File: src/rtl/mul_arbiter.sv
// mul_arbiter: two-port arbiter in front of a shared, external combinational
// 32x32 signed multiplier. An accepted operand pair is registered onto
// mul_p/mul_q, allowed WAIT_CYCLES cycles to settle, and then the result is
// captured into resp_prod and offered with a valid/ready handshake.
//
// Build option: define MUL_ARB_RR_EN to arbitrate round-robin between the
// two ports. Without it, port 0 has fixed priority.
//
// state | meaning
// IDLE  | arbitrating, readies may be high
// WAIT  | operands on mul_p/mul_q, counting down settle cycles
// DONE  | product held on resp_prod until the consumer takes it

module mul_arbiter #(
  parameter int WAIT_CYCLES = 4
) (
  input  logic        clk,
  input  logic        rst_n,
  input  logic        req0_valid,
  output logic        req0_ready,
  input  logic [31:0] req0_a,
  input  logic [31:0] req0_b,
  input  logic        req1_valid,
  output logic        req1_ready,
  input  logic [31:0] req1_a,
  input  logic [31:0] req1_b,
  output logic        resp_valid,
  input  logic        resp_ready,
  output logic        resp_id,
  output logic [63:0] resp_prod,
  output logic [31:0] mul_p,
  output logic [31:0] mul_q,
  input  logic [63:0] mul_y,
  output logic        busy
);

  typedef enum logic [1:0] {IDLE, WAIT, DONE} state_t;

  localparam logic [3:0] CNT_LOAD = 4'(WAIT_CYCLES);

  state_t     state, state_nxt;
  logic [3:0] cnt;
  logic       grant_id;
  logic       accept;

`ifdef MUL_ARB_RR_EN
  logic last_id;

  // Round-robin grant: on contention the port not served last wins.
  always_comb begin
    grant_id = 1'b0;
    if (req0_valid && req1_valid) grant_id = ~last_id;
    else if (req1_valid)          grant_id = 1'b1;
  end

  // Remember which port was served most recently.
  always_ff @(posedge clk or negedge rst_n) begin
    if (!rst_n)      last_id <= 1'b1;
    else if (accept) last_id <= grant_id;
  end
`else
  // Fixed-priority grant: port 1 only wins when port 0 is not asking.
  always_comb begin
    grant_id = 1'b0;
    if (!req0_valid && req1_valid) grant_id = 1'b1;
  end
`endif

  assign req0_ready = (state == IDLE) && req0_valid && !grant_id;
  assign req1_ready = (state == IDLE) && req1_valid &&  grant_id;
  assign accept     = req0_ready || req1_ready;
  assign busy       = (state != IDLE);

  // State register.
  always_ff @(posedge clk or negedge rst_n) begin
    if (!rst_n) state <= IDLE;
    else        state <= state_nxt;
  end

  // Next-state logic.
  always_comb begin
    state_nxt = state;
    case (state)
      IDLE:    if (accept) state_nxt = WAIT;
      WAIT:    if (cnt == 4'd1) state_nxt = DONE;
      DONE:    if (resp_ready) state_nxt = IDLE;
      default: state_nxt = IDLE;
    endcase
  end

  // Operand capture, settle counter and product/response registers.
  always_ff @(posedge clk or negedge rst_n) begin
    if (!rst_n) begin
      mul_p      <= '0;
      mul_q      <= '0;
      resp_id    <= 1'b0;
      resp_prod  <= '0;
      resp_valid <= 1'b0;
      cnt        <= '0;
    end else begin
      case (state)
        IDLE: begin
          if (accept) begin
            mul_p   <= grant_id ? req1_a : req0_a;
            mul_q   <= grant_id ? req1_b : req0_b;
            resp_id <= grant_id;
            cnt     <= CNT_LOAD;
          end
        end
        WAIT: begin
          cnt <= cnt - 4'd1;
          if (cnt == 4'd1) begin
            resp_prod  <= mul_y;
            resp_valid <= 1'b1;
          end
        end
        DONE: begin
          if (resp_ready) resp_valid <= 1'b0;
        end
        default: ;
      endcase
    end
  end

endmodule

File: config.mk
export PLATFORM = sky130hd
export DESIGN_NAME = mul_arbiter
export DESIGN_NICKNAME = d
export VERILOG_FILES = /design/src/rtl/mul_arbiter.sv
export SDC_FILE = /design/constraint.sdc
export NUM_CORES = 1
export LEC_CHECK = 0
export CAP_MARGIN = 5
export CORE_UTILIZATION = 30
export CTS_CLUSTER_DIAMETER = 60
export DETAILED_ROUTE_END_ITERATION = 8
export PLACE_DENSITY = 0.72
export SLEW_MARGIN = 20
export SYNTH_ARGS = -nofsm -noshare
export SYNTH_HDL_FRONTEND = slang
export SYNTH_SLANG_ARGS = --single-unit
File: constraint.sdc
create_clock -name clk -period 2.44 [get_ports clk]
set_input_delay 0.488 -clock clk [delete_from_list [all_inputs] [get_ports clk]]
set_output_delay 0.488 -clock clk [all_outputs]
set_load 0.03 [all_outputs]
==> summary.txt, run 1 <==
Logic synthesis
  • Synth top area cells: dfrtp_1 57%, mux2_4 12%, mux2i_1 11%
  • Top post-synthesis cells by count: 136 x dfrtp_1, 122 x o21ai_0, 64 x mux2i_1
  • Cell Area, Synth: 6000 µm²
  • Post-synthesis adder-cell area fraction: 0.00417
  • FFs w/ async S/R, synth: 1.00
  • Post-Syn Instances: 462
  • Post-synthesis mux area share: 0.258
  • Synthesized flop and latch total: 136
  • Synth area leader: dfrtp_1
  • Mean post-synth cell area: 13.0 µm²
  • Post-Synth Simple-Gate Area: 0.0165
  • Post-synth EDFFs: 0
  • Area share of the largest cell type after synthesis: 0.567
  • Largest family of logic cells by synthesized area: multiplexers
  • Top_reg_cell synth: dfrtp_1
  • Ys Warns: 0
  • Compound-Gate Fraction of Synth Area: 0.118
  • Seq/Total Area, Yosys: 0.567
  • Mapped Nets: 661
  • Post-synthesis cell type count: 27
  • XOR/XNOR Fraction of Synth Area: 0
  • Count leader, synth: dfrtp_1

Clock network
  • Num CTS Buffers: 17
  • Htree depth: 4
  • Setup Buffers After CTS: 0
  • Clk buf depth: 2
  • TritonCTS Sinks: 136
  • Clk_lat worst skew: 0.41 ns
  • Clk root buf: clkbuf_16
  • CTS tree: yes
  • Clock transition at the registers of the reported paths: 0.07 ns

Pwr
  • Total Power: 13.8 mW
  • VDD IR max: 0.431 mV
  • Switching Power: 5.47 mW
  • Logic pwr share: 0.512
  • Clock power share: 0.198
  • PwrDens: 1340 nW/µm²
  • Flop pwr share: 0.290
  • Sw frac: 0.397
  • Static Leak: 4.63 nW
  • Cell-internal power: 8.29 mW

STA
  • Fin. max-slew vios: 0
  • Fmax: 444 MHz
  • Fin Setup TNS: 0 ns
  • Tmin final: 2.25 ns
  • RSZ-0062 raised after global routing: false
  • Slew @ Worst Pin: 0.607 ns
  • Hold Slack: 0.0460 ns
  • Final setup violation count: 0
  • Final worst-path cycle share: 0.923
  • Fin. Hold Viols: 0
  • Slew margin rel.: 0.596
  • Worst Skew: 0.00823 ns

Worst setup path
  • Setup crit start kind: flop
  • Largest fanout on the critical path: 65
  • Worst path required time: 1.95 ns
  • Worst r2r dst: resp_prod[42]$_DFFE_PN0P_
  • RR Startpoint: cnt[1]$_DFFE_PN0P_
  • Critical Path AT: 1.76 ns
  • FF-to-FF setup slack: 0.49 ns
  • R2R depth: 6
  • CP Capture Type: primary output
  • CP Class: flop to primary output

Placed design
  • Cell Area, Placed: 9640 µm²
  • Port Buffers: 329
  • Final HPWL DP: 12.7 mm
  • GP Congestion: 0.742

Run
  • Max Cap Viol: 0

Run status
  • Outcome: finished clean

Cells and area
  • Fin area: 10,300 µm²
  • FILL cells: 1,767
  • Layout area overhead: 71.2%
  • Layout Utilization: 0.526
  • Final Net Count: 992
  • N_diodes: 0
  • Share of cells above drive strength 1: 0.153

Floorplan
  • Core ar.: 19,500 µm²
  • Die W: 143 µm
  • Number of core rows: 51
  • IO Count: 330
  • Die height: 143 µm
  • Initial Util: 0.307
  • Die Area: 20,600 µm²

Route
  • Vias per cell: 4.60
  • Initial DRC count: 138
  • DR DRC count: 0
  • Detailed Route WL: 17.3 mm
  • Via count: 4,924
  • DRT Pass-1 Iters: 4
  • DRT antenna net count: 0
  • WL/cell: 16.2 µm

Global route
  • Antenna violations before repair: 0
  • Vias in the first global route: 5,066
  • All-Layer GR Usage: 0.170
  • Pin count of the biggest net entering global routing: 68
  • Overflow left after global routing: 0
  • Global-route wire length before repair: 26.9 mm

Worst hold path
  • Worst min path class: input port to async pin
## critical path, cell delays in order (launching register included)
cell and delay [ns]:
dfrtp_1 0.46, nor2_2 0.11, inv_1 0.13, buf_6 0.40, buf_4 0.25
## cell type report
type	count	area [µm²]	share of cell area
clock inverters	15	200	0.0195
well taps	265	332	0.0323
flip-flops and latches	136	3400	0.332
repair buffers	346	3480	0.339
clock buffers	17	425	0.0414
multi-input cells	288	2410	0.235
inverters	4	15.0	0.00146
## power by group through the flow
stage	logic (mW)	clock network (mW)	registers, mW
floorplan	1.90	0	6.09
global placement	7.05	0	3.97
detailed placement	7.10	0	4.01
CTS	7.12	2.83	4.00
global route	7.50	2.92	4.13
finish	7.05	2.73	3.99
## cells by family after synthesis
| family | Yosys count |
|---|---|
| AO/OA/AOI/OAI | 140 |
| adder cells (fa/ha/maj) | 2 |
| buffers and inverters | 38 |
| flip-flops | 136 |
| multiplexers | 128 |
| AND/OR/NAND/NOR | 18 |
## what timing repair did
| action | CTS | global route |
|---|---|---|
| hold buffers | 0 | 0 |
| resized for setup | 0 | 1 |
| setup endpoints to repair | 0 | 1 |
## worst max path at each step
stage,startpoint,end,slack (ns),cells past startpoint
after global placement,state[0]$_DFFE_PN0P_,busy,0.45,4
after detailed placement,req0_valid,mul_p[18]$_DFFE_PN0P_,0.42,5
after CTS,state[0]$_DFFE_PN0P_,busy,0.01,4
after floorplan,state[0]$_DFFE_PN0P_,req1_ready,0.41,5
final,state[0]$_DFFE_PN0P_,busy,0.19,4
after global routing,state[0]$_DFFE_PN0P_,busy,0.05,4
## flip-flops by register name, summed over array words and instances (netlist names)
register / flops
cnt: 4
mul_q: 32
state: 2
resp_prod: 64
resp_valid: 1
resp_id: 1
mul_p: 32
## metal layers
layer  track usage  vias up  share of wire
li1              -     2324              -
met1         0.197     2343           0.39
met2         0.290      237           0.49
met3        0.0563       20          0.097
met4        0.0666        0          0.019
met5             0        -              0
## placed cells by master, fill, tap and decap left out, drive strengths merged, types with 2 or more instances in the layout
cell,n
o21ai,132
inv,14
mux2,64
buf,21
a21oi,5
nor2,7
mux2i,64
nand2b,2
ha,2
clkdlybuf4s50,325
dfrtp,136
clkbuf,17
nand2,2
bufinv,3
or3,2
## per-stage QoR
| stage | cells | setup WS (ns) |
|---|---|---|
| after floorplan | 462 | 0.407 |
| final | 1071 | 0.189 |
| after CTS | 1071 | 0.0111 |
| after global routing | 1071 | 0.0497 |
| after global placement | 1039 | 0.454 |
| after detailed placement | 1039 | 0.416 |
No activity file was read; power rests on OpenSTA's default activity.
==> inputs of run 2 (changes only) <==
CORE_ASPECT_RATIO = 1.5   (was default)
CTS_CLUSTER_SIZE = 24   (was default)
==> run 2 against run 1 <==
Compared with the run above: sequential share of layout area is 0.17 points higher; first-iteration DRC count is 30% higher; final cell count is 0.56% lower; core utilization is 0.74 points lower; die area hardly changed; sequential cell count stayed put; sequential power hardly changed; highest routed layer unchanged.
==> summary.txt, run 2 (synthesis gave the netlist of run 1 again) <==
Global route
  • Antenna violations before repair: 0
  • Vias in the first global route: 5,131
  • All-Layer GR Usage: 0.173
  • Overflow left after global routing: 0
  • Global-route wire length before repair: 27.7 mm
  • Pin count of the biggest net entering global routing: 52

Cells and area
  • FILL cells: 1,760
  • Share of cells above drive strength 1: 0.153
  • Most frequent cells in the layout: 325 x clkdlybuf4s50_1, 136 x dfrtp_1, 121 x o21ai_0
  • Largest register FFs: 64
  • Largest Register: resp_prod
  • Most common cell after layout, fill and taps aside: clkdlybuf4s50_1
  • Largest regs: resp_prod x64, mul_p x32, mul_q x32
  • N_diodes: 0
  • Layout area overhead: 70.3%
  • Final Net Count: 991
  • Non-Filler Instances: 1,065

STA
  • Fin Setup TNS: 0 ns
  • Slew margin rel.: 0.328
  • Fin. max-slew vios: 0
  • Worst Skew: 0.00728 ns
  • Fmax: 451 MHz
  • Hold Slack: 0.0485 ns
  • Tmin final: 2.22 ns
  • Final setup violation count: 0
  • RSZ-0062 raised after global routing: false
  • Final worst-path cycle share: 0.909
  • Slew @ Worst Pin: 1.01 ns
  • Fin. Hold Viols: 0

Worst setup path
  • Setup crit start kind: flop
  • R2R depth: 6
  • Critical Path AT: 1.73 ns
  • Crit-path slowest cell: dfrtp_1
  • Most used cell, CP: buf_4
  • Worst r2r dst: resp_prod[51]$_DFFE_PN0P_
  • Worst path required time: 1.95 ns
  • Critical Path Sink: busy
  • CP max stage delay: 0.44 ns
  • FF-to-FF setup slack: 0.68 ns
  • CP Cell Sequence: nor2_2, inv_2, buf_4, buf_4
  • Setup crit start: state[0]$_DFFE_PN0P_
  • Worst Path Buf+Inv: 3
  • WP depth: 4
  • CP top delay family: buffers and inverters
  • CP Capture Type: primary output
  • Largest fanout on the critical path: 23
  • CP Class: flop to primary output
  • RR Startpoint: cnt[1]$_DFFE_PN0P_

Route
  • Vias per cell: 4.60
  • Detailed Route WL: 17.6 mm
  • Initial DRC count: 180
  • Via count: 4,900
  • DRT Pass-1 Iters: 4
  • WL/cell: 16.5 µm
  • DRT antenna net count: 0
  • DR DRC count: 0

Clock network
  • Setup Buffers After CTS: 0
  • CTS tree: yes
  • Clk buf depth: 2
  • Num CTS Buffers: 17
  • Clock transition at the registers of the reported paths: 0.06 ns
  • Cts hold-fix bufs: 0
  • PostCTS Resize Cnt: 0
  • Clk root buf: clkbuf_16
  • Clk_lat worst skew: 0.41 ns
  • TritonCTS Sinks: 136
  • Htree depth: 4

Placed design
  • GP Congestion: 0.765
  • Port Buffers: 329
  • Dpl cells: 1,033
  • Final HPWL DP: 13.1 mm

Floorplan
  • IO Count: 330
  • Core ar.: 19,700 µm²
  • Die W: 117 µm
  • Number of core rows: 63
  • Initial Util: 0.304
  • Die Area: 20,600 µm²
  • Die height: 175 µm

Pwr
  • VDD IR max: 0.494 mV
  • PwrDens: 1320 nW/µm²
  • Total Power: 13.5 mW
  • Static Leak: 4.60 nW

Run status
  • Outcome: finished clean

Worst hold path
  • Worst min path class: input port to async pin

Run
  • Max Cap Viol: 0
run 2: how the worst min path moves through the flow:
| stage | from | to | slack [ns] | depth (start not counted) |
|---|---|---|---|---|
| after floorplan | rst_n | cnt[0]$_DFFE_PN0P_ | 0.19 | 0 |
| after detailed placement | rst_n | resp_prod[3]$_DFFE_PN0P_ | 0.49 | 1 |
| after CTS | rst_n | resp_prod[3]$_DFFE_PN0P_ | 0.05 | 1 |
| final | rst_n | resp_prod[36]$_DFFE_PN0P_ | 0.05 | 1 |
| after global routing | rst_n | resp_prod[3]$_DFFE_PN0P_ | 0.06 | 1 |
| after global placement | resp_id$_DFFE_PN0P_ | resp_id$_DFFE_PN0P_ | 0.48 | 2 |
run 2: area by class of cell:
cell class              count  area, µm²  area share
clock buffers              18        439      0.0430
clock inverters            14        140      0.0137
inverters                   4       15.0     0.00147
multi-input cells         288       2410       0.236
flip-flops and latches    136       3400       0.333
well taps                 260        325      0.0318
repair buffers            345       3480       0.341
run 2: where the power goes:
group          internal [mW]  switching, mW  total, mW
sequential              3.38          0.603       3.98
combinational           3.27           3.79       7.06
clock                   1.46           1.03       2.48
run 2: through the flow:
step / util / area [µm²] / worst slack (ns)
6_report: 0.518 / 10200 / 0.221
5_1_grt: 0.518 / 10200 / 0.111
4_1_cts: 0.518 / 10200 / 0.195
3_5_place_dp: 0.489 / 9640 / 0.0546
3_3_place_gp: 0.489 / 9640 / 0.0698
2_1_floorplan: - / 6000 / 0.407
run 2: layer usage:
layer | part of all wire | vias to the layer above | track usage
met5 | 0 | - | 0
met3 | 0.063 | 29 | 0.0516
met4 | 0.029 | 0 | 0.0721
met2 | 0.51 | 214 | 0.301
met1 | 0.39 | 2344 | 0.197
li1 | - | 2313 | -
